===== config.mk =====
export PLATFORM = sky130hd
export DESIGN_NAME = dmem_arbiter
export DESIGN_NICKNAME = d
export VERILOG_FILES = /design/src/rtl/dmem_arb_pkg.sv /design/src/rtl/dmem_arb_select.sv /design/src/rtl/dmem_arbiter.sv
export SDC_FILE = /design/constraint.sdc
export NUM_CORES = 1
export LEC_CHECK = 0
export CORE_MARGIN = 3
export CORE_UTILIZATION = 39
export CTS_BUF_LIST = sky130_fd_sc_hd__clkbuf_2
export CTS_CLUSTER_DIAMETER = 80
export DETAILED_ROUTE_END_ITERATION = 8
export PLACE_DENSITY = 0.78
export SYNTH_ARGS = -nofsm -noshare
export SYNTH_HDL_FRONTEND = slang
export SYNTH_SLANG_ARGS = --single-unit

===== constraint.sdc =====
create_clock -name i_clk -period 1.5 [get_ports i_clk]
set_input_delay 0.15 -clock i_clk [delete_from_list [all_inputs] [get_ports i_clk]]
set_output_delay 0.15 -clock i_clk [all_outputs]
set_load 0.03 [all_outputs]

===== src/rtl/dmem_arb_pkg.sv =====
// dmem_arb_pkg: shared types and reset constants for the data-memory arbiter.
package dmem_arb_pkg;

  typedef enum logic {
    IDLE  = 1'b0,
    ISSUE = 1'b1
  } state_e;

  typedef enum logic {
    OWN_CPU = 1'b0,
    OWN_DMA = 1'b1
  } owner_e;

  localparam logic [3:0] STARVE_RST = 4'd0;
  localparam logic [7:0] RDATA_RST  = 8'h00;
  localparam logic [3:0] STARVE_SAT = 4'hF;

endpackage


===== src/rtl/dmem_arb_select.sv =====
// dmem_arb_select: fixed CPU-priority winner pick with a DMA starvation guard.
// Grants are combinational and only offered while the sequencer is IDLE.
import dmem_arb_pkg::*;

module dmem_arb_select #(
  parameter int STARVE_MAX = 4
) (
  input  logic   i_clk,
  input  logic   i_rst,
  input  logic   i_cpu_req,
  input  logic   i_dma_req,
  input  logic   i_grant_fire,
  input  state_e i_state,
  output logic   o_cpu_gnt,
  output logic   o_dma_gnt,
  output owner_e o_owner
);

  logic [3:0] r_starve_cnt;
  logic       w_idle;
  logic       w_dma_force;

  assign w_idle      = (i_state == IDLE);
  assign w_dma_force = i_dma_req && (r_starve_cnt == 4'(STARVE_MAX));

  // Winner pick: CPU unless DMA is waiting and has been passed over STARVE_MAX times
  always_comb begin
    o_cpu_gnt = 1'b0;
    o_dma_gnt = 1'b0;
    if (w_idle) begin
      if (i_cpu_req && !w_dma_force) o_cpu_gnt = 1'b1;
      else if (i_dma_req)            o_dma_gnt = 1'b1;
    end
    o_owner = o_dma_gnt ? OWN_DMA : OWN_CPU;
  end

  // Starvation counter: counts CPU wins while DMA waits; cleared when DMA wins or withdraws
  always_ff @(posedge i_clk or posedge i_rst) begin
    if (i_rst)                                 r_starve_cnt <= STARVE_RST;
    else if (!i_dma_req)                       r_starve_cnt <= STARVE_RST;
    else if (i_grant_fire && o_dma_gnt)        r_starve_cnt <= STARVE_RST;
    else if (i_grant_fire && o_cpu_gnt &&
             r_starve_cnt != STARVE_SAT)       r_starve_cnt <= r_starve_cnt + 4'd1;
  end

endmodule


===== src/rtl/dmem_arbiter.sv =====
// dmem_arbiter: shares a single-ported data memory between the CPU and a DMA
// port. Two-state sequencer (IDLE grants, ISSUE drives memory), registered
// read responses. Optional DMA write protection below PROT_LIMIT is built
// when DMEM_ARB_WPROT_EN is defined; otherwise o_dma_err is tied low.
import dmem_arb_pkg::*;

module dmem_arbiter #(
  parameter int                ADDR_W     = 8,
  parameter int                DATA_W     = 8,
  parameter int                STARVE_MAX = 4,
  parameter logic [ADDR_W-1:0] PROT_LIMIT = 8'h20
) (
  input  logic              i_clk,
  input  logic              i_rst,
  input  logic              i_cpu_req,
  input  logic              i_cpu_we,
  input  logic [ADDR_W-1:0] i_cpu_addr,
  input  logic [DATA_W-1:0] i_cpu_wdata,
  output logic              o_cpu_gnt,
  output logic              o_cpu_rvalid,
  output logic [DATA_W-1:0] o_cpu_rdata,
  input  logic              i_dma_req,
  input  logic              i_dma_we,
  input  logic [ADDR_W-1:0] i_dma_addr,
  input  logic [DATA_W-1:0] i_dma_wdata,
  output logic              o_dma_gnt,
  output logic              o_dma_rvalid,
  output logic [DATA_W-1:0] o_dma_rdata,
  output logic              o_dma_err,
  output logic [ADDR_W-1:0] o_mem_addr,
  output logic [DATA_W-1:0] o_mem_wdata,
  output logic              o_mem_write,
  output logic              o_mem_read,
  input  logic [DATA_W-1:0] i_mem_rdata
);

  state_e            r_state, w_next;
  owner_e            r_owner, w_owner;
  logic              r_we;
  logic [ADDR_W-1:0] r_addr;
  logic [DATA_W-1:0] r_wdata;
  logic              r_cpu_rvalid, r_dma_rvalid;
  logic [DATA_W-1:0] r_cpu_rdata, r_dma_rdata;
  logic              w_cpu_gnt, w_dma_gnt, w_fire;
  logic              w_rd_done;
  logic              w_blk;

  assign w_fire    = (i_cpu_req && w_cpu_gnt) || (i_dma_req && w_dma_gnt);
  assign w_rd_done = (r_state == ISSUE) && !r_we;

  dmem_arb_select #(.STARVE_MAX(STARVE_MAX)) u_sel (
    .i_clk       (i_clk),
    .i_rst       (i_rst),
    .i_cpu_req   (i_cpu_req),
    .i_dma_req   (i_dma_req),
    .i_grant_fire(w_fire),
    .i_state     (r_state),
    .o_cpu_gnt   (w_cpu_gnt),
    .o_dma_gnt   (w_dma_gnt),
    .o_owner     (w_owner)
  );

  assign o_cpu_gnt = w_cpu_gnt;
  assign o_dma_gnt = w_dma_gnt;

  // State register; reset aborts any ISSUE in flight
  always_ff @(posedge i_clk or posedge i_rst) begin
    if (i_rst) r_state <= IDLE;
    else       r_state <= w_next;
  end

  // Next state: one grant moves to ISSUE, ISSUE always lasts a single cycle
  always_comb begin
    w_next = r_state;
    case (r_state)
      IDLE:    if (w_fire) w_next = ISSUE;
      ISSUE:   w_next = IDLE;
      default: w_next = IDLE;
    endcase
  end

  // Memory strobes: driven only in ISSUE, all zero otherwise
  always_comb begin
    o_mem_addr  = '0;
    o_mem_wdata = '0;
    o_mem_write = 1'b0;
    o_mem_read  = 1'b0;
    if (r_state == ISSUE) begin
      o_mem_addr  = r_addr;
      o_mem_wdata = r_wdata;
      o_mem_write = r_we && !w_blk;
      o_mem_read  = !r_we;
    end
  end

  // Latch the winning request at the handshake edge
  always_ff @(posedge i_clk or posedge i_rst) begin
    if (i_rst) begin
      r_owner <= OWN_CPU;
      r_we    <= 1'b0;
      r_addr  <= '0;
      r_wdata <= '0;
    end else if (w_fire) begin
      r_owner <= w_owner;
      r_we    <= (w_owner == OWN_DMA) ? i_dma_we    : i_cpu_we;
      r_addr  <= (w_owner == OWN_DMA) ? i_dma_addr  : i_cpu_addr;
      r_wdata <= (w_owner == OWN_DMA) ? i_dma_wdata : i_cpu_wdata;
    end
  end

  // Read response: capture memory data at ISSUE exit, pulse rvalid for one cycle
  always_ff @(posedge i_clk or posedge i_rst) begin
    if (i_rst) begin
      r_cpu_rvalid <= 1'b0;
      r_dma_rvalid <= 1'b0;
      r_cpu_rdata  <= DATA_W'(RDATA_RST);
      r_dma_rdata  <= DATA_W'(RDATA_RST);
    end else begin
      r_cpu_rvalid <= w_rd_done && (r_owner == OWN_CPU);
      r_dma_rvalid <= w_rd_done && (r_owner == OWN_DMA);
      if (w_rd_done && r_owner == OWN_CPU) r_cpu_rdata <= i_mem_rdata;
      if (w_rd_done && r_owner == OWN_DMA) r_dma_rdata <= i_mem_rdata;
    end
  end

  assign o_cpu_rvalid = r_cpu_rvalid;
  assign o_dma_rvalid = r_dma_rvalid;
  assign o_cpu_rdata  = r_cpu_rdata;
  assign o_dma_rdata  = r_dma_rdata;

`ifdef DMEM_ARB_WPROT_EN
  logic r_blk, r_dma_err;
  logic w_prot_hit;

  assign w_prot_hit = w_dma_gnt && i_dma_we && (i_dma_addr < PROT_LIMIT);

  // Protection: flag a blocked DMA write at grant, report it the cycle after ISSUE
  always_ff @(posedge i_clk or posedge i_rst) begin
    if (i_rst) begin
      r_blk     <= 1'b0;
      r_dma_err <= 1'b0;
    end else begin
      if (w_fire) r_blk <= w_prot_hit;
      r_dma_err <= (r_state == ISSUE) && r_blk;
    end
  end

  assign w_blk     = r_blk;
  assign o_dma_err = r_dma_err;
`else
  assign w_blk     = 1'b0;
  assign o_dma_err = 1'b0;
`endif

endmodule


==> results.yml <==
setup_path:
  worst_ep_arrival_time_ns: 1.60
  cp-end-kind: "output port"
  worstPathMaxFanout: 4
  path_cells: "inv_2, ha_4, nand3b_4, a21boi_4, buf_12, buf_8"
  required_ns: 1.35
  path_delay_family: "flip-flops"
  crit_path_max_incr_delay_ns: 0.46
  criticalPathCategory: "flop to output port"
  cp_num_buf_inv: 3
  cpMaxStageDelayCell: "dfrtp_1"
  startpoint_type: "flop"
synthesis:
  synth_top_cell_area_share_pct: 53.49
  synth-compound-area-share_pct: 8.219
  yosysWarnings: 0
  synth.ff_latch_count: 41
  synth_area_leaders: "dfrtp_1 (53%), mux2_2 (9.4%), mux2i_1 (8.9%)"
  synthAdderAreaFrac_pct: 1.305
  synthXorXnorAreaFrac_pct: 0
  synthMuxAreaShare_pct: 18.26
  synth_top_family_by_area: "multiplexers"
  ys_seq_area_share_pct: 53.49
  synthSimpleGateAreaFrac_pct: 14.61
  syn_avg_cell_area_um2: 11.15
  syn-cell-area_um2: 1918
  yosys.area.top_type: "dfrtp_1"
  synth_cell_types: 26
  syn-num-nets: 220
  syn-instance-count: 172
timing:
  fin_skew_ns: 0.01840
  grt_setup_unrepaired: "yes"
  finalHoldViolCount: 0
  fmax_ghz: 0.5719
  setup_tns_ns: -4.649
  setup_viol: 45
  setup_slack_ns: -0.2486
  min_period_ns: 1.749
  drv_slew: 0
  fin_crit_sh_pct: 116.6
place:
  gp_congestion: 0.8319
  hpwl_mm: 3.632
  dp_cells: 328
  io_buffers: 83
clocking:
  ctsHoldBuffers: 0
  cts_sinks: 41
  clk_latency_ns: 0.38
  clkSlewWorstSetupHoldPaths_ns: 0.19
  cts_buffer_depth: 2
  htree_levels: 2
  cts_buffers: 5
  cts_root_buf: "clkbuf_2"
  tritoncts: "yes"
drt:
  via_per_inst: 4.642
  vias: 1606
  drc: 0
  ant_nets: 0
  wl_per_cell_um: 15.60
  wirelength_mm: 5.398
  top_layer: "met4"
  first_pass_iters: 4
  wl_met2_mm: 2.922
  dr_wl_met3_um: 227
  wl_met1_mm: 2.196
  dr.first_iter.drc_count: 49
power_and_ir_drop:
  vdd.ir_drop.worst_mv: 0.7554
  powerDensity_nw_per_um2: 1242
  leakage_uw: 0.001492
floorplanning:
  die_h_um: 76.13
  pin_count: 85
  coreArea_um2: 4534
  start_util_pct: 42.30
  die_x_um: 76.13
  dieArea_um2: 5796
  num_rows: 24
global_route:
  grt_antenna_before_repair: 0
  grt_pass1_wl_mm: 7.866
  grt_pass1_vias: 1579
  grt_max_degree: 36
  grt-ovfl-total: 0
  grt_use_total_pct: 17.28
cells_and_area:
  drive_gt1_share_pct: 37.37
  antennaDiodeCount: 0
  num-fill-cells: 325
  final_cell_mix: "clkdlybuf4s50_1 (45), dfrtp_1 (41), nand2_1 (23), buf_6 (22), dlygate4sd2_1 (18)"
  nets: 329
  final_common_cell: "clkdlybuf4s50_1"
  syn_to_final_growth_pct: 71.43
  stdcell_count: 346
run_status:
  status: "finished with violations"
  violations: "setup timing"
hold_path:
  hold_path_class: "input port to asynchronous set/reset pin"
job:
  maxCapViolCount: 0
synth_stat cells (all sizes together):
| cell type | n |
|---|---|
| nor3 | 1 |
| mux2i | 17 |
| a21boi | 1 |
| and2 | 17 |
| clkbuf | 5 |
| nand2 | 24 |
| a211oi | 1 |
| nand3b | 1 |
| or3 | 2 |
| buf | 3 |
| or3b | 1 |
| nor2b | 1 |
| conb | 1 |
| inv | 7 |
| nand3 | 1 |
| o21ai | 20 |
| ha | 2 |
| a21oi | 4 |
| a21o | 1 |
| o21bai | 1 |
| nor2 | 4 |
| dfrtp | 41 |
| mux2 | 16 |
worst min-delay path: stages:
cell and delay, ns:
clkdlybuf4s50_1 0.39, inv_1 0.07, buf_4 0.24
cell type report:
| type | count | area (um^2) | area share [%] |
|---|---|---|---|
| clock buffers | 6 | 30.03 | 0.9132 |
| clock inverters | 1 | 3.754 | 0.1142 |
| inverters | 7 | 30.03 | 0.9132 |
| multi-input cells | 116 | 950.9 | 28.92 |
| flip-flops and latches | 41 | 1026 | 31.20 |
| well taps | 65 | 81.33 | 2.473 |
| repair buffers | 110 | 1166 | 35.46 |
power by group:
group,internal [uW],switching [uW]
clock,109,329
combinational,968,1080
sequential,1420,174
metrics by stage:
| stage | cell area, um^2 | hold WS, ns | utilization (%) | setup slack (ns) | total power (uW) |
|---|---|---|---|---|---|
| 2_1_floorplan | 1921 | 0.3006 | - | 0.008771 | 2643 |
| 3_3_place_gp | 2895 | 0.4534 | 63.85 | -0.2371 | 3482 |
| 3_5_place_dp | 2895 | 0.4620 | 63.85 | -0.2628 | 3530 |
| 4_1_cts | 2984 | 0.06252 | 65.81 | -0.2611 | 3835 |
| 5_1_grt | 3288 | 0.06539 | 72.52 | -0.3324 | 4299 |
| 6_report | 3288 | 0.06906 | 72.52 | -0.2486 | 4083 |
metal layers:
metal  GRT usage, %  vias up
li1               -      787
met1          20.21      778
met2          31.83       36
met3          3.664        5
met4          4.891        0
met5              0        -
flip-flops by register name (all words and copies together) (netlist names):
register and flops:
r_addr 8, r_we 1, o_cpu_rdata 8, o_dma_rdata 8, u_sel.r_starve_cnt 4, o_dma_rvalid 1
o_cpu_rvalid 1, r_state 1, r_owner 1, r_wdata 8
what timing repair did:
action,in CTS,in global routing
hold endpoints to repair,0,0
pin swaps,3,7
gates cloned,0,3
resized for setup,34,68
buffers inserted,4,5
setup endpoints to repair,55,40
worst paths after layout:
kind	startpoint	end	slack (ns)	depth (start not counted)
min in group i_clk	i_cpu_wdata[5]	r_wdata[5]	0.37	3
max	u_sel.r_starve_cnt[0]	o_dma_gnt	-0.25	6
max reg2reg	u_sel.r_starve_cnt[0]	r_wdata[3]	-0.23	9
min reg2reg	r_wdata[1]	r_wdata[1]	0.51	2
max in group asynchronous	i_rst	o_cpu_rdata[6]	1.15	3
min	i_rst	u_sel.r_starve_cnt[0]	0.07	3
cell families (layout without fill, tap and decap cells):
group | after synthesis | count (layout)
mux | 33 | 33
other cells | 1 | 1
flops | 41 | 41
fa+ha+maj | 2 | 2
compound gates | 28 | 28
buf+inv | 15 | 124
simple gates | 52 | 52
(Power assumes the default switching activity.)
